<file path="src/rtl/dec_issue_ctrl_pkg.sv">
// dec_issue_ctrl_pkg: shared types and constants for the decode issue controller
package dec_issue_ctrl_pkg;
  localparam int NB_ARCH_REG = 32;
  typedef enum logic [1:0] {IDLE, DRAIN, SERIAL} issue_state_t;
endpackage

</file>
<file path="src/rtl/dec_issue_ctrl_if.sv">
// dec_issue_ctrl_if: decode/issue handshake bundle; stall counters exist only with DEC_ISSUE_STAT_EN
interface dec_issue_ctrl_if #(parameter int CNT_W = 4);
  logic             dec_v_i;
  logic             dec_rs1_v_i;
  logic [4:0]       dec_rs1_adr_i;
  logic             dec_rs2_v_i;
  logic [4:0]       dec_rs2_adr_i;
  logic             dec_wbk_v_i;
  logic [4:0]       dec_wbk_adr_i;
  logic             dec_is_load_i;
  logic             dec_serial_i;
  logic             ld_wbk_v_i;
  logic [4:0]       ld_wbk_adr_i;
  logic             retire_v_i;
  logic             branch_v_q_i;
  logic             issue_o;
  logic             stall_o;
  logic             bubble_o;
  logic [CNT_W-1:0] inflight_o;
  logic             busy_o;
`ifdef DEC_ISSUE_STAT_EN
  logic [31:0]      stall_hz_cnt_o;
  logic [31:0]      stall_full_cnt_o;
  logic [31:0]      stall_ser_cnt_o;
`endif
  modport master (
    output dec_v_i, dec_rs1_v_i, dec_rs1_adr_i, dec_rs2_v_i, dec_rs2_adr_i, dec_wbk_v_i,
           dec_wbk_adr_i, dec_is_load_i, dec_serial_i, ld_wbk_v_i, ld_wbk_adr_i,
           retire_v_i, branch_v_q_i,
    input  issue_o, stall_o, bubble_o, inflight_o, busy_o
`ifdef DEC_ISSUE_STAT_EN
    , input stall_hz_cnt_o, stall_full_cnt_o, stall_ser_cnt_o
`endif
  );
  modport slave (
    input  dec_v_i, dec_rs1_v_i, dec_rs1_adr_i, dec_rs2_v_i, dec_rs2_adr_i, dec_wbk_v_i,
           dec_wbk_adr_i, dec_is_load_i, dec_serial_i, ld_wbk_v_i, ld_wbk_adr_i,
           retire_v_i, branch_v_q_i,
    output issue_o, stall_o, bubble_o, inflight_o, busy_o
`ifdef DEC_ISSUE_STAT_EN
    , output stall_hz_cnt_o, stall_full_cnt_o, stall_ser_cnt_o
`endif
  );
endinterface

</file>
<file path="src/rtl/dec_issue_ctrl_reg_scoreboard.sv">
// reg_scoreboard: pending-load bit per architectural register with load-writeback bypass on reads
module reg_scoreboard
  import dec_issue_ctrl_pkg::*;
(
  input  logic       clk,
  input  logic       reset_n,
  input  logic       set_v,
  input  logic [4:0] set_adr,
  input  logic       clr_v,
  input  logic [4:0] clr_adr,
  input  logic       sq_v,
  input  logic [4:0] sq_adr,
  input  logic [4:0] rd1_adr,
  input  logic [4:0] rd2_adr,
  input  logic [4:0] waw_adr,
  output logic       rd1_p,
  output logic       rd2_p,
  output logic       waw_p
);
  logic [NB_ARCH_REG-1:0] pending_q, set_m, clr_m;
  assign set_m = set_v ? NB_ARCH_REG'(1) << set_adr : '0;
  assign clr_m = (clr_v ? NB_ARCH_REG'(1) << clr_adr : '0) | (sq_v ? NB_ARCH_REG'(1) << sq_adr : '0);
  // set is ORed after the clear so it wins; bit 0 is forced low so x0 never blocks
  always_ff @(posedge clk or negedge reset_n)
    if (!reset_n) pending_q <= '0;
    else pending_q <= ((pending_q & ~clr_m) | set_m) & ~NB_ARCH_REG'(1);
  assign rd1_p = pending_q[rd1_adr] & ~(clr_v && clr_adr == rd1_adr);
  assign rd2_p = pending_q[rd2_adr] & ~(clr_v && clr_adr == rd2_adr);
  assign waw_p = pending_q[waw_adr] & ~(clr_v && clr_adr == waw_adr);
endmodule

</file>
<file path="src/rtl/dec_issue_ctrl.sv">
// dec_issue_ctrl: dec0->dec1 issue/stall/bubble decision with load scoreboard, in-flight bound and serialisation
// Optional stall statistics counters are built when DEC_ISSUE_STAT_EN is defined.
module dec_issue_ctrl
  import dec_issue_ctrl_pkg::*;
#(
  parameter int MAX_INFLIGHT = 4,
  parameter int CNT_W        = 4
) (
  input logic             clk,
  input logic             reset_n,
  dec_issue_ctrl_if.slave bus
);
  issue_state_t     state_q, state_d;
  logic [CNT_W-1:0] inflight_q;
  logic             last_issue_q, last_ld_q, last_ser_q;
  logic [4:0]       last_adr_q;
  logic             rs1_p, rs2_p, waw_p, hazard, full, drain_ok, permit, issue, squash, ld_issue;
  reg_scoreboard u_sb (
    .clk(clk), .reset_n(reset_n),
    .set_v(ld_issue), .set_adr(bus.dec_wbk_adr_i),
    .clr_v(bus.ld_wbk_v_i), .clr_adr(bus.ld_wbk_adr_i),
    .sq_v(squash & last_ld_q), .sq_adr(last_adr_q),
    .rd1_adr(bus.dec_rs1_adr_i), .rd2_adr(bus.dec_rs2_adr_i), .waw_adr(bus.dec_wbk_adr_i),
    .rd1_p(rs1_p), .rd2_p(rs2_p), .waw_p(waw_p)
  );
  always_comb begin
    hazard   = (bus.dec_rs1_v_i & rs1_p) | (bus.dec_rs2_v_i & rs2_p) | (bus.dec_wbk_v_i & waw_p);
    full     = (inflight_q == CNT_W'(MAX_INFLIGHT)) & ~bus.retire_v_i;
    drain_ok = (inflight_q == '0) | ((inflight_q == CNT_W'(1)) & bus.retire_v_i);
    permit   = (state_q == IDLE) ? (~bus.dec_serial_i | drain_ok) : (state_q == DRAIN) & drain_ok;
    issue    = bus.dec_v_i & ~bus.branch_v_q_i & ~hazard & ~full & permit;
    ld_issue = issue & bus.dec_is_load_i & bus.dec_wbk_v_i & (bus.dec_wbk_adr_i != '0);
    squash   = bus.branch_v_q_i & last_issue_q;
    // a blocked serial instruction only waits in DRAIN when older work is still in flight
    state_d  = (state_q == IDLE) ?
                 ((bus.dec_v_i & ~bus.branch_v_q_i & bus.dec_serial_i) ? (issue ? SERIAL : drain_ok ? IDLE : DRAIN) : IDLE) :
               (state_q == DRAIN) ? (bus.branch_v_q_i ? IDLE : issue ? SERIAL : DRAIN) :
               (bus.retire_v_i | (squash & last_ser_q)) ? IDLE : SERIAL;
  end
  always_ff @(posedge clk or negedge reset_n)
    if (!reset_n) begin
      state_q      <= IDLE;
      inflight_q   <= '0;
      last_issue_q <= 1'b0;
      last_ld_q    <= 1'b0;
      last_ser_q   <= 1'b0;
      last_adr_q   <= '0;
    end else begin
      state_q      <= state_d;
      inflight_q   <= inflight_q + CNT_W'(issue) - CNT_W'(bus.retire_v_i) - CNT_W'(squash);
      last_issue_q <= issue;
      last_ld_q    <= ld_issue;
      last_ser_q   <= issue & bus.dec_serial_i;
      last_adr_q   <= bus.dec_wbk_adr_i;
    end
  assert property (@(posedge clk) disable iff (!reset_n)
    {1'b0, inflight_q} + {CNT_W'(0), issue} >= {CNT_W'(0), bus.retire_v_i} + {CNT_W'(0), squash});
  assign bus.issue_o    = issue;
  assign bus.stall_o    = bus.dec_v_i & ~issue & ~bus.branch_v_q_i;
  assign bus.bubble_o   = ~issue;
  assign bus.inflight_o = inflight_q;
  assign bus.busy_o     = (state_q != IDLE) | (inflight_q != '0);
`ifdef DEC_ISSUE_STAT_EN
  logic [31:0] hz_q, full_q, ser_q;
  // one cause per stall cycle: serial beats hazard beats full
  always_ff @(posedge clk or negedge reset_n)
    if (!reset_n) begin
      hz_q   <= '0;
      full_q <= '0;
      ser_q  <= '0;
    end else begin
      if (bus.stall_o & ~permit & ~&ser_q) ser_q <= ser_q + 32'd1;
      if (bus.stall_o & permit & hazard & ~&hz_q) hz_q <= hz_q + 32'd1;
      if (bus.stall_o & permit & ~hazard & full & ~&full_q) full_q <= full_q + 32'd1;
    end
  assign bus.stall_hz_cnt_o   = hz_q;
  assign bus.stall_full_cnt_o = full_q;
  assign bus.stall_ser_cnt_o  = ser_q;
`endif
endmodule

</file>
<file path="src/flat_wrapper.sv">
// flat-port wrapper written by rule: the top's interface ports become plain ports
module dec_issue_ctrl_flat import dec_issue_ctrl_pkg::*;
#(
  parameter int MAX_INFLIGHT = 4,
  parameter int CNT_W        = 4
)
  (clk, reset_n, bus_dec_v_i, bus_dec_rs1_v_i, bus_dec_rs1_adr_i, bus_dec_rs2_v_i, bus_dec_rs2_adr_i, bus_dec_wbk_v_i, bus_dec_wbk_adr_i, bus_dec_is_load_i, bus_dec_serial_i, bus_ld_wbk_v_i, bus_ld_wbk_adr_i, bus_retire_v_i, bus_branch_v_q_i, bus_issue_o, bus_stall_o, bus_bubble_o, bus_inflight_o, bus_busy_o);
  dec_issue_ctrl_if #(.CNT_W(CNT_W)) bus_i ();
  input logic clk;
  input logic reset_n;
  input wire logic [$bits(bus_i.dec_v_i)-1:0] bus_dec_v_i;
  input wire logic [$bits(bus_i.dec_rs1_v_i)-1:0] bus_dec_rs1_v_i;
  input wire logic [$bits(bus_i.dec_rs1_adr_i)-1:0] bus_dec_rs1_adr_i;
  input wire logic [$bits(bus_i.dec_rs2_v_i)-1:0] bus_dec_rs2_v_i;
  input wire logic [$bits(bus_i.dec_rs2_adr_i)-1:0] bus_dec_rs2_adr_i;
  input wire logic [$bits(bus_i.dec_wbk_v_i)-1:0] bus_dec_wbk_v_i;
  input wire logic [$bits(bus_i.dec_wbk_adr_i)-1:0] bus_dec_wbk_adr_i;
  input wire logic [$bits(bus_i.dec_is_load_i)-1:0] bus_dec_is_load_i;
  input wire logic [$bits(bus_i.dec_serial_i)-1:0] bus_dec_serial_i;
  input wire logic [$bits(bus_i.ld_wbk_v_i)-1:0] bus_ld_wbk_v_i;
  input wire logic [$bits(bus_i.ld_wbk_adr_i)-1:0] bus_ld_wbk_adr_i;
  input wire logic [$bits(bus_i.retire_v_i)-1:0] bus_retire_v_i;
  input wire logic [$bits(bus_i.branch_v_q_i)-1:0] bus_branch_v_q_i;
  output wire logic [$bits(bus_i.issue_o)-1:0] bus_issue_o;
  output wire logic [$bits(bus_i.stall_o)-1:0] bus_stall_o;
  output wire logic [$bits(bus_i.bubble_o)-1:0] bus_bubble_o;
  output wire logic [$bits(bus_i.inflight_o)-1:0] bus_inflight_o;
  output wire logic [$bits(bus_i.busy_o)-1:0] bus_busy_o;
  assign bus_i.dec_v_i = bus_dec_v_i;
  assign bus_i.dec_rs1_v_i = bus_dec_rs1_v_i;
  assign bus_i.dec_rs1_adr_i = bus_dec_rs1_adr_i;
  assign bus_i.dec_rs2_v_i = bus_dec_rs2_v_i;
  assign bus_i.dec_rs2_adr_i = bus_dec_rs2_adr_i;
  assign bus_i.dec_wbk_v_i = bus_dec_wbk_v_i;
  assign bus_i.dec_wbk_adr_i = bus_dec_wbk_adr_i;
  assign bus_i.dec_is_load_i = bus_dec_is_load_i;
  assign bus_i.dec_serial_i = bus_dec_serial_i;
  assign bus_i.ld_wbk_v_i = bus_ld_wbk_v_i;
  assign bus_i.ld_wbk_adr_i = bus_ld_wbk_adr_i;
  assign bus_i.retire_v_i = bus_retire_v_i;
  assign bus_i.branch_v_q_i = bus_branch_v_q_i;
  assign bus_issue_o = bus_i.issue_o;
  assign bus_stall_o = bus_i.stall_o;
  assign bus_bubble_o = bus_i.bubble_o;
  assign bus_inflight_o = bus_i.inflight_o;
  assign bus_busy_o = bus_i.busy_o;
  dec_issue_ctrl #(.MAX_INFLIGHT(MAX_INFLIGHT), .CNT_W(CNT_W)) u_core (.clk(clk), .reset_n(reset_n), .bus(bus_i));
endmodule
</file>
<file path="config.mk">
export PLATFORM = sky130hd
export DESIGN_NAME = dec_issue_ctrl_flat
export DESIGN_NICKNAME = d
export VERILOG_FILES = /design/src/rtl/dec_issue_ctrl_pkg.sv /design/src/rtl/dec_issue_ctrl_if.sv /design/src/rtl/dec_issue_ctrl_reg_scoreboard.sv /design/src/rtl/dec_issue_ctrl.sv /design/src/flat_wrapper.sv
export SDC_FILE = /design/constraint.sdc
export NUM_CORES = 1
export LEC_CHECK = 0
export CAP_MARGIN = 15
export CORE_MARGIN = 3
export CORE_UTILIZATION = 30
export CTS_BUF_LIST = sky130_fd_sc_hd__clkbuf_8
export DETAILED_ROUTE_END_ITERATION = 6
export PLACE_DENSITY = 0.5
export SLEW_MARGIN = 20
export SYNTH_ARGS = -nofsm -noshare
export SYNTH_HDL_FRONTEND = slang
export SYNTH_HIERARCHICAL = 1
export SYNTH_SLANG_ARGS = --single-unit
export TNS_END_PERCENT = 100
</file>
<file path="constraint.sdc">
create_clock -name clk -period 6.4 [get_ports clk]
set_clock_uncertainty 0.1 [all_clocks]
set_input_delay 0.96 -clock clk [delete_from_list [all_inputs] [get_ports clk]]
set_output_delay 0.96 -clock clk [all_outputs]
set_load 0.02 [all_outputs]
</file>
==> flow_metrics.py, run 1 <==
metrics = {
    "outcome": {
        "status": "finished clean",
    },
    "floorplan": {
        "ioPinCount": 39,
        "core_um2": 10900,
        "die_w_um": 112,
        "die-area_um2": 12600,
        "start_util_pct": 31.0,
        "row_count": 38,
        "fp.dieH_um": 112,
    },
    "detailed_routing": {
        "drt-total-wl_mm": 10.9,
        "drtPass1Iterations": 7,
        "post_drt_via_cell_ratio": 6.06,
        "wl_per_cell_um": 22.1,
        "vias": 2998,
        "drc": 0,
        "drt-initial-drc-count": 281,
        "ant_nets": 0,
    },
    "yosys": {
        "synthArstFlopShare_pct": 100,
        "netlist_area_um2": 3390,
        "synthFlopType": "dfrtp_1",
        "yosys-top-cells-area": "dfrtp_1 33%, mux4_2 7.3%, mux4_1 6.2%",
        "synth_nets": 358,
        "seq_area_frac_synth_pct": 33.2,
        "synth_top_area_share_pct": 33.2,
        "ys_ff_latch": 45,
        "synth_edf_count": 0,
        "ys_warn_count": 6,
        "syn_inst": 320,
        "synth_top_area_cell": "dfrtp_1",
        "synthDistinctLibCells": 58,
        "synth_area_per_cell_um2": 10.6,
    },
    "worst_setup_path": {
        "cpMostUsedCell": "clkdlybuf4s50_1",
        "slowest_delay_ns": 0.85,
        "cp_top_family": "buffers and inverters",
        "cp.arrival_ns": 4.64,
        "cp_num_buf_inv": 3,
        "cp.required_ns": 5.34,
        "slowest_stage": "clkdlybuf4s50_1",
        "worstSetupStartpointType": "input pin",
        "critPathKind": "in -> out",
        "worstPathMaxFanout": 10,
        "path_cells": "clkdlybuf4s50_1 -> mux4_2 -> nor4b_1 -> a311oi_1 -> o311a_1 -> a222oi_1 -> buf_4 -> nand3_1 -> nor2_1 -> clkdlybuf4s50_1",
        "endpoint_kind": "primary output",
    },
    "grt": {
        "grt_overflow_total": 0,
        "grt_max_degree": 46,
        "grt_pass1_vias": 2941,
        "antenna_found_initial": 0,
        "grt_use_total_pct": 17.3,
        "grt_pass1_wl_mm": 17.1,
    },
    "hold_path": {
        "hp-class": "reg -> reg",
    },
    "clocking": {
        "clock_latency_ns": 0.31,
        "clkSinkCount": 45,
        "holdBufCountCts": 0,
        "cts-root-buf": "clkbuf_8",
        "clk_pin_slew_worst_paths_ns": 0.08,
        "clockBufferDepth": 2,
        "htreeDepth": 2,
        "cts_tree": "yes",
        "post-cts-setup-buffers": 0,
        "cts_buffers": 5,
        "post_cts_resized": 0,
    },
    "placed_design": {
        "port_buffers": 38,
        "place_inst": 487,
        "gp_congestion": 0.890,
        "hpwlAfterDp_mm": 8.17,
    },
    "finish": {
        "layout_common_cells": "45 x dfrtp_1, 37 x clkdlybuf4s50_1, 21 x nand2_1",
        "syn2layout_area_growth_pct": 17.4,
        "finish.utilization_pct": 36.4,
        "final_common_cell": "dfrtp_1",
        "fin_cells": 495,
        "diodes": 0,
        "fin_nets": 392,
        "drive_above_1_share_pct": 8.73,
    },
    "sta": {
        "fin_crit_sh_pct": 89.0,
        "drv_slew": 0,
        "worst-slew-pin-transition_ns": 1.10,
        "max_slew_margin_pct": 26.6,
        "hold_viol": 0,
        "setup_tns_ns": 0,
        "grt_setup_unrepaired": "no",
        "finalSetupViolCount": 0,
        "period_needed_ns": 5.70,
        "clock.fmax_mhz": 176,
    },
    "power_and_ir_drop": {
        "power_leakage_nw": 1.55,
        "p_per_area_nw_per_um2": 193,
        "ir_worst_vdd_v": 0.000185,
        "power_mw": 0.768,
    },
    "run": {
        "maxCapViolCount": 0,
    },
}
==> worst min-delay path: cells and delay by family, from the launching register on <==
| kind | cells | cell delay (ns) |
|---|---|---|
| AND/OR/NAND/NOR | 1 | 0.09 |
| flip-flops | 1 | 0.40 |
| AO/OA/AOI/OAI | 1 | 0.07 |
==> cell families after synthesis <==
| family | count (synthesis) | synth area share [%] |
|---|---|---|
| multiplexers | 28 | 16.4 |
| buffers and inverters | 27 | 3.98 |
| XOR/XNOR | 16 | 4.13 |
| flip-flops | 45 | 33.2 |
| adder cells (fa/ha/maj) | 7 | 3.02 |
| AND/OR/NAND/NOR | 112 | 20.6 |
| AO/OA/AOI/OAI | 85 | 18.7 |
==> synthesized netlist by cell type, types with 3 or more instances <==
| library cell | instances |
|---|---|
| or3b_1 | 3 |
| nor2b_1 | 3 |
| mux4_2 | 11 |
| o21ai_1 | 4 |
| and3b_1 | 7 |
| nor3b_1 | 13 |
| o32ai_1 | 4 |
| and3_1 | 4 |
| clkbuf_1 | 7 |
| dfrtp_1 | 45 |
| nor3_1 | 4 |
| o211ai_1 | 13 |
| mux4_1 | 8 |
| mux2_1 | 7 |
| o22ai_1 | 3 |
| ha_1 | 5 |
| xnor2_1 | 12 |
| buf_2 | 6 |
| buf_6 | 3 |
| a22o_1 | 15 |
| nand3_1 | 11 |
| nand4_1 | 6 |
| nand3b_1 | 9 |
| nor2_1 | 7 |
| o21ai_0 | 14 |
| a221oi_1 | 3 |
| xor2_1 | 4 |
| inv_1 | 10 |
| nand2_1 | 21 |
| nand2b_1 | 7 |
| a22oi_1 | 15 |
==> cell type report <==
class | instances | area [µm²]
Timing Repair Buffer | 44 | 423
Fill cell | 1123 | 6950
Inverter | 10 | 37.5
Sequential cell | 45 | 1130
Multi-Input combinational cell | 248 | 2130
Clock inverter | 3 | 21.3
Tap cell | 140 | 175
Clock buffer | 5 | 68.8
==> path summary, 6_finish.rpt <==
kind | start | endpoint | slack, ns | depth (start not counted)
worst max-delay path | bus_dec_rs1_adr_i[0] | bus_issue_o | 0.70 | 10
worst min-delay path | u_core/u_sb/pending_q[7]$_DFF_PN0_ | u_core/u_sb/pending_q[7]$_DFF_PN0_ | 0.49 | 2
worst max register to register | u_core/u_sb/pending_q[22]$_DFF_PN0_ | u_core/bus.inflight_o[3]$_DFF_PN0_ | 2.27 | 13
worst min register to register | u_core/u_sb/pending_q[7]$_DFF_PN0_ | u_core/u_sb/pending_q[7]$_DFF_PN0_ | 0.49 | 2
max in group asynchronous | reset_n | u_core/u_sb/pending_q[7]$_DFF_PN0_ | 5.26 | 1
min in group asynchronous | reset_n | u_core/bus.inflight_o[0]$_DFF_PN0_ | 0.53 | 1
==> sequential cells by signal, summed over array words and instances (netlist names) <==
register,count
u_core/bus.inflight_o,4
u_core/last_adr_q,5
u_core/last_issue_q,1
u_core/last_ld_q,1
u_core/last_ser_q,1
u_core/state_q,2
u_core/u_sb/pending_q,31
==> metrics by stage <==
step / instance area, µm² / worst slack [ns] / hold slack [ns]
2_1_floorplan: 3390 / 1.76 / 0.388
3_3_place_gp: 3890 / 0.749 / 0.459
3_5_place_dp: 3890 / 0.728 / 0.472
4_1_cts: 3980 / 0.707 / 0.491
5_1_grt: 3990 / 0.418 / 0.506
6_report: 3990 / 0.704 / 0.487
==> report_power, final <==
group	switching, mW	internal, mW
Combinational	0.127	0.117
Sequential	0.0294	0.310
Clock	0.107	0.0776
==> routing by layer <==
| metal | vias up | share of wire, % | wire length (µm) | track usage [%] |
|---|---|---|---|---|
| li1 | 1342 | - | - | - |
| met1 | 1490 | 47 | 5110 | 25.3 |
| met2 | 153 | 46 | 4970 | 26.8 |
| met3 | 13 | 6.1 | 668 | 2.86 |
| met4 | 0 | 1.5 | 168 | 4.09 |
| met5 | - | 0 | 0 | 0 |
(Power assumes the default switching activity.)
==> run 2, diff against run 1 <==
--- a/config.mk
+++ b/config.mk
@@ -8,7 +8,6 @@
 export CAP_MARGIN = 15
 export CORE_MARGIN = 3
 export CORE_UTILIZATION = 30
-export CTS_BUF_LIST = sky130_fd_sc_hd__clkbuf_8
 export DETAILED_ROUTE_END_ITERATION = 6
 export PLACE_DENSITY = 0.5
 export SLEW_MARGIN = 20
==> flow_metrics.py, run 2 (synthesis gave the netlist of run 1 again) <==
metrics = {
    "outcome": {
        "status": "finished clean",
    },
    "hold_path": {
        "holdPathEnd": "u_core/u_sb/pending_q[7]$_DFF_PN0_",
        "hp-class": "reg -> reg",
        "hold_depth": 2,
        "min-delay-start": "u_core/u_sb/pending_q[7]$_DFF_PN0_",
    },
    "clocking": {
        "cts-root-buf": "clkbuf_16",
        "clock_latency_ns": 0.29,
        "post_cts_resized": 0,
        "cts_buffers": 5,
        "clkSinkCount": 45,
        "post-cts-setup-buffers": 0,
        "htreeDepth": 2,
        "holdBufCountCts": 0,
        "clk_pin_slew_worst_paths_ns": 0.06,
        "cts_tree": "yes",
        "clockBufferDepth": 2,
    },
    "power_and_ir_drop": {
        "pwr-share-comb_pct": 28.9,
        "p_clk_share_pct": 31.0,
        "p_per_area_nw_per_um2": 209,
        "switching_share_pct": 32.3,
        "power_leakage_nw": 1.58,
        "internal-power_mw": 0.573,
        "ir_worst_vdd_v": 0.000168,
        "switching_power_mw": 0.273,
        "seqPwrFrac_pct": 40.1,
        "power_mw": 0.846,
    },
    "grt": {
        "grt_overflow_total": 0,
        "grt_pass1_vias": 2940,
        "grt_max_degree": 46,
        "grt_use_total_pct": 17.3,
        "antenna_found_initial": 0,
        "grt_pass1_wl_mm": 17.2,
    },
    "detailed_routing": {
        "wl_per_cell_um": 22.2,
        "drt-initial-drc-count": 330,
        "drt-total-wl_mm": 11.0,
        "drc": 0,
        "ant_nets": 0,
        "post_drt_via_cell_ratio": 6.14,
        "drtPass1Iterations": 6,
        "vias": 3040,
    },
    "finish": {
        "n_fill_cell": 1123,
        "fin_nets": 392,
        "layout_common_cells": "45 x dfrtp_1, 37 x clkdlybuf4s50_1, 21 x nand2_1",
        "final-seq-area_um2": 1130,
        "top_register": "u_core/u_sb/pending_q",
        "final_common_cell": "dfrtp_1",
        "drive_above_1_share_pct": 8.73,
        "largest_register_ffs": 31,
        "multi_input_area_um2": 2130,
        "syn2layout_area_growth_pct": 19.1,
        "diodes": 0,
    },
    "floorplan": {
        "die-area_um2": 12600,
        "start_util_pct": 31.0,
        "core_um2": 10900,
        "row_count": 38,
        "ioPinCount": 39,
        "fp.dieH_um": 112,
        "die_w_um": 112,
    },
    "worst_setup_path": {
        "r2r_slack_ns": 2.25,
        "worstPathMaxFanout": 10,
        "cp.arrival_ns": 4.64,
        "timing.rr.end": "u_core/bus.inflight_o[3]$_DFF_PN0_",
        "critPathKind": "in -> out",
        "cp.required_ns": 5.34,
        "cp_num_buf_inv": 3,
        "path_depth": 10,
        "reg2reg_depth": 13,
        "cpMostUsedCell": "clkdlybuf4s50_1",
        "cp_top_family": "buffers and inverters",
        "slowest_stage": "clkdlybuf4s50_1",
        "path_cells": "clkdlybuf4s50_1 -> mux4_2 -> nor4b_1 -> a311oi_1 -> o311a_1 -> a222oi_1 -> buf_4 -> nand3_1 -> nor2_1 -> clkdlybuf4s50_1",
        "slowest_delay_ns": 0.85,
        "endpoint_kind": "primary output",
        "worstSetupStartpointType": "input pin",
        "r2r_start": "u_core/u_sb/pending_q[22]$_DFF_PN0_",
    },
    "sta": {
        "finalSetupViolCount": 0,
        "grt_setup_unrepaired": "no",
        "setup_tns_ns": 0,
        "fin_crit_sh_pct": 89.0,
        "worst-slew-pin-transition_ns": 1.12,
        "clock.fmax_mhz": 176,
        "max_slew_margin_pct": 25.1,
        "hold_viol": 0,
        "drv_slew": 0,
        "period_needed_ns": 5.70,
    },
    "run": {
        "maxCapViolCount": 0,
    },
    "placed_design": {
        "gp_congestion": 0.890,
        "port_buffers": 38,
        "hpwlAfterDp_mm": 8.17,
    },
}
## run 2: worst max-delay path by stage
| stage | start | to |
|---|---|---|
| 2_1_floorplan | bus_dec_rs1_adr_i[0] | u_core/bus.inflight_o[3]$_DFF_PN0_ |
| 3_3_place_gp | bus_dec_rs1_adr_i[0] | bus_issue_o |
| 3_5_place_dp | bus_dec_rs1_adr_i[0] | bus_issue_o |
| 4_1_cts | bus_dec_rs1_adr_i[0] | bus_issue_o |
| 5_1_grt | bus_dec_rs1_adr_i[0] | bus_issue_o |
| 6_report | bus_dec_rs1_adr_i[0] | bus_issue_o |
## run 2: power by group through the flow
stage	registers [mW]	logic (mW)	clock network, mW
detailed placement	0.343	0.245	0
floorplan	0.349	0.133	0
finish	0.339	0.244	0.263
global route	0.343	0.270	0.281
global placement	0.344	0.243	0
CTS	0.339	0.246	0.268
## run 2: metal layers
layer / global-route usage, % / vias up / part of all wire, %
li1: - / 1345 / -
met1: 25.7 / 1508 / 46
met2: 26.7 / 169 / 46
met3: 2.48 / 18 / 6.6
met4: 4.65 / 0 / 2.0
met5: 0 / - / 0
## run 2: metrics by stage
step	cell area [µm²]	worst slack, ns	instances	utilization, %	hold slack (ns)
2_1_floorplan	3390	1.76	320	-	0.388
3_3_place_gp	3890	0.749	487	35.6	0.459
3_5_place_dp	3890	0.728	487	35.6	0.472
4_1_cts	4040	0.707	495	36.9	0.486
5_1_grt	4040	0.418	495	37.0	0.498
6_report	4040	0.705	495	37.0	0.485
## run 2: worst reg2reg max path: cells and delay by family (launching register included)
kind,cells,cell delay (ns)
AO/OA/AOI/OAI,3,0.65
XOR/XNOR,1,0.14
adder cells (fa/ha/maj),4,1.24
buffers and inverters,1,0.20
flip-flops,1,0.46
multiplexers,1,0.48
AND/OR/NAND/NOR,3,0.78
## run 2: area by class of cell
class | instances | share of cell area [%]
well taps | 140 | 4.33
clock buffers | 5 | 3.10
clock inverters | 3 | 0.526
inverters | 10 | 0.929
flip-flops and latches | 45 | 27.9
repair buffers | 44 | 10.5
multi-input cells | 248 | 52.8
==> run 3, diff against run 2 <==
--- a/config.mk
+++ b/config.mk
@@ -9,6 +9,7 @@
 export CORE_MARGIN = 3
 export CORE_UTILIZATION = 30
 export DETAILED_ROUTE_END_ITERATION = 6
+export GPL_ROUTABILITY_DRIVEN = 0
 export PLACE_DENSITY = 0.5
 export SLEW_MARGIN = 20
 export SYNTH_ARGS = -nofsm -noshare
==> constraint.sdc (replaced) <==
create_clock -name clk -period 6.4 [get_ports clk]
set_clock_uncertainty 0.1 [all_clocks]
set_input_delay 0.96 -clock clk [delete_from_list [all_inputs] [get_ports clk]]
set_output_delay 0.96 -clock clk [all_outputs]
set_load 0.05 [all_outputs]
==> flow_metrics.py, run 3 (synthesis gave the netlist of run 1 again) <==
metrics = {
    "detailed_routing": {
        "post_drt_via_cell_ratio": 6.21,
        "drt-initial-drc-count": 442,
        "vias": 3069,
        "wl_per_cell_um": 21.9,
        "ant_nets": 0,
        "drt-total-wl_mm": 10.8,
        "drc": 0,
        "drtPass1Iterations": 7,
    },
    "power_and_ir_drop": {
        "ir_worst_vdd_v": 0.000262,
        "p_per_area_nw_per_um2": 225,
        "power_leakage_nw": 1.58,
    },
    "sta": {
        "hold_viol": 0,
        "grt_setup_unrepaired": "no",
        "max_slew_margin_pct": 18.4,
        "setup_tns_ns": 0,
        "drv_slew": 0,
        "period_needed_ns": 5.83,
        "fin_crit_sh_pct": 91.1,
        "finalSetupViolCount": 0,
        "clock.fmax_mhz": 171,
        "worst-slew-pin-transition_ns": 1.22,
    },
    "finish": {
        "final-seq-area_um2": 1130,
        "multi_input_area_um2": 2130,
        "layout_common_cells": "45 x dfrtp_1, 36 x clkdlybuf4s50_1, 21 x nand2_1",
        "drive_above_1_share_pct": 8.47,
        "n_fill_cell": 1096,
        "fin_nets": 391,
        "fin_cells": 494,
        "syn2layout_area_growth_pct": 19.4,
        "top_register": "u_core/u_sb/pending_q",
        "largest_register_ffs": 31,
        "diodes": 0,
        "final_common_cell": "dfrtp_1",
    },
    "clocking": {
        "cts_tree": "yes",
        "clockBufferDepth": 2,
        "post-cts-setup-buffers": 0,
        "post_cts_resized": 0,
        "clkSinkCount": 45,
        "holdBufCountCts": 0,
        "htreeDepth": 2,
        "clock_latency_ns": 0.29,
        "cts_buffers": 5,
        "clk_pin_slew_worst_paths_ns": 0.07,
        "cts-root-buf": "clkbuf_16",
    },
    "outcome": {
        "status": "finished clean",
    },
    "grt": {
        "grt_overflow_total": 0,
        "grt_pass1_wl_mm": 16.9,
        "antenna_found_initial": 0,
        "grt_max_degree": 46,
        "grt_pass1_vias": 2920,
        "grt_use_total_pct": 17.0,
    },
    "worst_setup_path": {
        "slowest_stage": "clkdlybuf4s50_1",
        "worstSetupStartpointType": "input pin",
        "path_cells": "clkdlybuf4s50_1 -> mux4_2 -> nor4bb_1 -> a311oi_1 -> o311a_1 -> a222oi_1 -> and3_4 -> a21oi_1 -> clkdlybuf4s50_1",
        "critPathKind": "in -> out",
        "slowest_delay_ns": 0.86,
        "cp.arrival_ns": 4.77,
        "cpMostUsedCell": "clkdlybuf4s50_1",
        "cp.required_ns": 5.34,
        "worstPathMaxFanout": 10,
        "endpoint_kind": "primary output",
        "cp_top_family": "buffers and inverters",
        "cp_num_buf_inv": 2,
    },
    "floorplan": {
        "core_um2": 10900,
        "die-area_um2": 12600,
        "ioPinCount": 39,
        "start_util_pct": 31.0,
        "die_w_um": 112,
        "fp.dieH_um": 112,
        "row_count": 38,
    },
    "placed_design": {
        "place_inst": 486,
        "hpwlAfterDp_mm": 8.04,
        "port_buffers": 38,
    },
    "run": {
        "maxCapViolCount": 0,
    },
    "hold_path": {
        "hp-class": "reg -> reg",
    },
}
-- run 3: cell count changes in the layout (fill, tap and decap cells not counted) --
cell,previous run,this run
clkinv_4,0,1
bufinv_16,0,1
clkbuf_1,0,1
clkinv_2,1,0
clkdlybuf4s50_1,37,36
inv_6,1,0
clkinvlp_4,1,0
-- run 3: power by group --
| group | switching [mW] | internal [mW] | total (mW) |
|---|---|---|---|
| sequential | 0.0291 | 0.310 | 0.339 |
| combinational | 0.163 | 0.116 | 0.279 |
| clock | 0.109 | 0.185 | 0.294 |
| total | 0.301 | 0.611 | 0.912 |
-- run 3: final timing paths --
path	from	endpoint	slack [ns]	depth (start not counted)
setup / recovery	bus_dec_rs1_adr_i[0]	bus_stall_o	0.57	9
hold / removal	u_core/state_q[1]$_DFF_PN0_	u_core/state_q[0]$_DFF_PN0_	0.48	2
setup reg to reg	u_core/u_sb/pending_q[22]$_DFF_PN0_	u_core/bus.inflight_o[3]$_DFF_PN0_	2.04	12
hold reg to reg	u_core/state_q[1]$_DFF_PN0_	u_core/state_q[0]$_DFF_PN0_	0.48	2
max in group asynchronous	reset_n	u_core/u_sb/pending_q[7]$_DFF_PN0_	5.24	1
min in group asynchronous	reset_n	u_core/bus.inflight_o[1]$_DFF_PN0_	0.56	1
-- run 3: stage by stage --
step / cell area (µm²) / util (%) / hold WS, ns / power [mW] / setup WS [ns]
after global placement: 3880 / 35.5 / 0.460 / 0.624 / 0.655
after floorplan: 3390 / - / 0.388 / 0.519 / 1.34
final: 4050 / 37.1 / 0.485 / 0.912 / 0.567
after global routing: 4050 / 37.1 / 0.502 / 0.960 / 0.398
after detailed placement: 3880 / 35.5 / 0.460 / 0.624 / 0.619
after CTS: 4050 / 37.0 / 0.480 / 0.918 / 0.612
-- run 3: metal layers --
| layer | GRT usage [%] | share of wire [%] | vias up |
|---|---|---|---|
| met5 | 0 | 0 | - |
| met4 | 6.09 | 3.4 | 0 |
| met3 | 3.18 | 8.8 | 36 |
| met2 | 26.5 | 46 | 188 |
| met1 | 23.8 | 42 | 1509 |
| li1 | - | - | 1336 |
-- run 3: final cells by class --
type,count,share of cell area [%]
multi-input cells,248,52.6
repair buffers,43,10.2
clock inverters,2,0.957
well taps,140,4.32
inverters,10,0.926
flip-flops and latches,45,27.8
clock buffers,6,3.18
-- run 3: worst register-to-register path: cells and delay by family (launching register included) --
kind | cells | cell delay, ns
muxes | 1 | 0.49
adders and majority gates | 4 | 1.25
AOI/OAI and AO/OA | 3 | 0.92
and+or+nand+nor | 3 | 0.93
xor gates and xnor gates | 1 | 0.13
DFF | 1 | 0.44
==> variant: new RTL, settings of run 2 <==
Re-encode `issue_state_t` (3 states) as one-hot, 3 bits wide.
--- a/src/rtl/dec_issue_ctrl_pkg.sv
+++ b/src/rtl/dec_issue_ctrl_pkg.sv
@@ -2,5 +2,5 @@
 package dec_issue_ctrl_pkg;
   localparam int NB_ARCH_REG = 32;
-  typedef enum logic [1:0] {IDLE, DRAIN, SERIAL} issue_state_t;
+  typedef enum logic [2:0] {IDLE = 3'b001, DRAIN = 3'b010, SERIAL = 3'b100} issue_state_t;
 endpackage
 
Formal check against the unedited RTL: no difference found for any inputs over 4 cycles, from zero or initial values and one cycle with reset_n low; so few cycles prove little.
==> variant against run 2 <==
  * Non-clock buffer count did not move
  * Cell area rose by 1.9%
  * Sequential cell count rose by 1
  * Global-route usage rose by 0.48 points
  * Setup slack improved by 0.32 ns
  * Die area rose by 2.3%
  * Sequential share of layout area rose by 0.11 points
  * Final cell count rose by 1.8%
  * Synthesized area rose by 2.5%
  * Hold slack improved by 0.0017 ns
  * First-iteration DRC count fell by 7.3%
  * Power rose by 6.9%
  * Routed wire length rose by 5.1%
  * Largest power group unchanged
  * Utilization rose by 0.22 points
==> variant: results (changes against run 2) <==
metric,value,unit,change
dr_total_vias,3075,,was 3040
drive_gt1_share,8.24,%,was 8.73%
min_to,u_core/bus.inflight_o[0],,was u_core/u_sb/pending_q[7]
synth_cell_types,59,,was 58
worst_pin_slew,1.12,ns,about the same
cp.arrival,4.32,ns,was 4.64 ns
hpwl,8530,um,was 8170 um
min_path_cells,1,,was 2
syn2layout_area_growth,18.4,%,was 19.1%
grt_pass1_wl,17800,um,was 17200 um
synth-xor-area-share,4.28,%,was 4.13%
track_usage,17.8,%,was 17.3%
muxShareOfSynthArea,16.0,%,was 16.4%
hold_start,u_core/bus.inflight_o[0],,was u_core/u_sb/pending_q[7]
yosys-top-cells-area,"dfrtp_1 (32%), mux4_2 (7.1%), mux4_1 (6.0%), a22o_1 (3.8%), a22oi_1 (3.5%)",,"was dfrtp_1 (33%), mux4_2 (7.3%), mux4_1 (6.2%), a22o_1 (3.9%), a22oi_1 (3.3%)"
status,"finished, final reports clean",,unchanged
regToRegSetupSlack,2.58,ns,was 2.25 ns
synth_fa_ha_area_share,2.95,%,was 3.02%
p_leak,1.62,nW,was 1.58 nW
yosys-top-cells-count,"dfrtp_1 (45), nand2_1 (22), a22oi_1 (16)",,"was dfrtp_1 (45), nand2_1 (21), a22o_1 (15), a22oi_1 (15), o21ai_0 (14)"
nNetsFinal,401,,was 392
dp_slack,0.940,ns,was 0.728 ns
p_comb_share,30.2,%,was 28.9%
critPathMaxStageDelay,0.83,ns,was 0.85 ns
worstReg2RegEnd,u_core/bus.inflight_o[2],,was u_core/bus.inflight_o[3]
gp_congestion,0.930,,was 0.890
drt-pass1-iter-count,5,,was 6
postPlaceCellArea,3970,um^2,was 3890 um^2
place_inst,496,,was 487
synthCells,330,,was 320
ir_drop,0.102,mV,was 0.168 mV
vias_per_cell,6.10,,was 6.14
switching_share,32.3,%,about the same
[variant: through the flow]
stage          power [W]  hold WS (ns)
2_1_floorplan   0.000524         0.388
3_3_place_gp    0.000640         0.481
3_5_place_dp    0.000640         0.478
4_1_cts         0.000912         0.491
5_1_grt         0.000960         0.519
6_report        0.000905         0.487
[variant: final cells by class]
cell class | count | area share, %
multi-input cells | 254 | 52.7
clock buffers | 7 | 3.46
flip-flops and latches | 46 | 28.0
well taps | 140 | 4.25
repair buffers | 44 | 10.3
clock inverters | 1 | 0.213
inverters | 12 | 1.09
[variant: how the worst max path moves through the flow]
stage | slack [ns] | end | start
2_1_floorplan | 2.23 | u_core/bus.inflight_o[2] | bus_dec_rs1_adr_i[0]
3_3_place_gp | 0.96 | bus_issue_o | bus_dec_rs1_adr_i[0]
3_5_place_dp | 0.94 | bus_issue_o | bus_dec_rs1_adr_i[0]
4_1_cts | 0.93 | bus_issue_o | bus_dec_rs1_adr_i[0]
5_1_grt | 0.80 | bus_issue_o | bus_dec_rs1_adr_i[0]
6_report | 1.02 | bus_issue_o | bus_dec_rs1_adr_i[0]
[variant: worst reg2reg max path, stage by stage (launching register included)]
cell and delay (ns):
dfrtp_1 0.46, mux4_2 0.48, or3b_1 0.35, o2111ai_1 0.11, o32ai_1 0.13, a22oi_1 0.24
nand4_1 0.14, and3b_1 0.22, buf_4 0.17, fa_1 0.44, ha_1 0.21, ha_1 0.18
inv_1 0.07, fa_1 0.41, inv_1 0.06
[variant: routing by layer]
layer / vias up / global-route usage, % / routed length (um)
met3: 28 / 2.23 / 903
met4: 0 / 6.17 / 335
li1: 1367 / - / -
met1: 1517 / 25.2 / 5070
met2: 163 / 28.3 / 5210
met5: - / 0 / 0
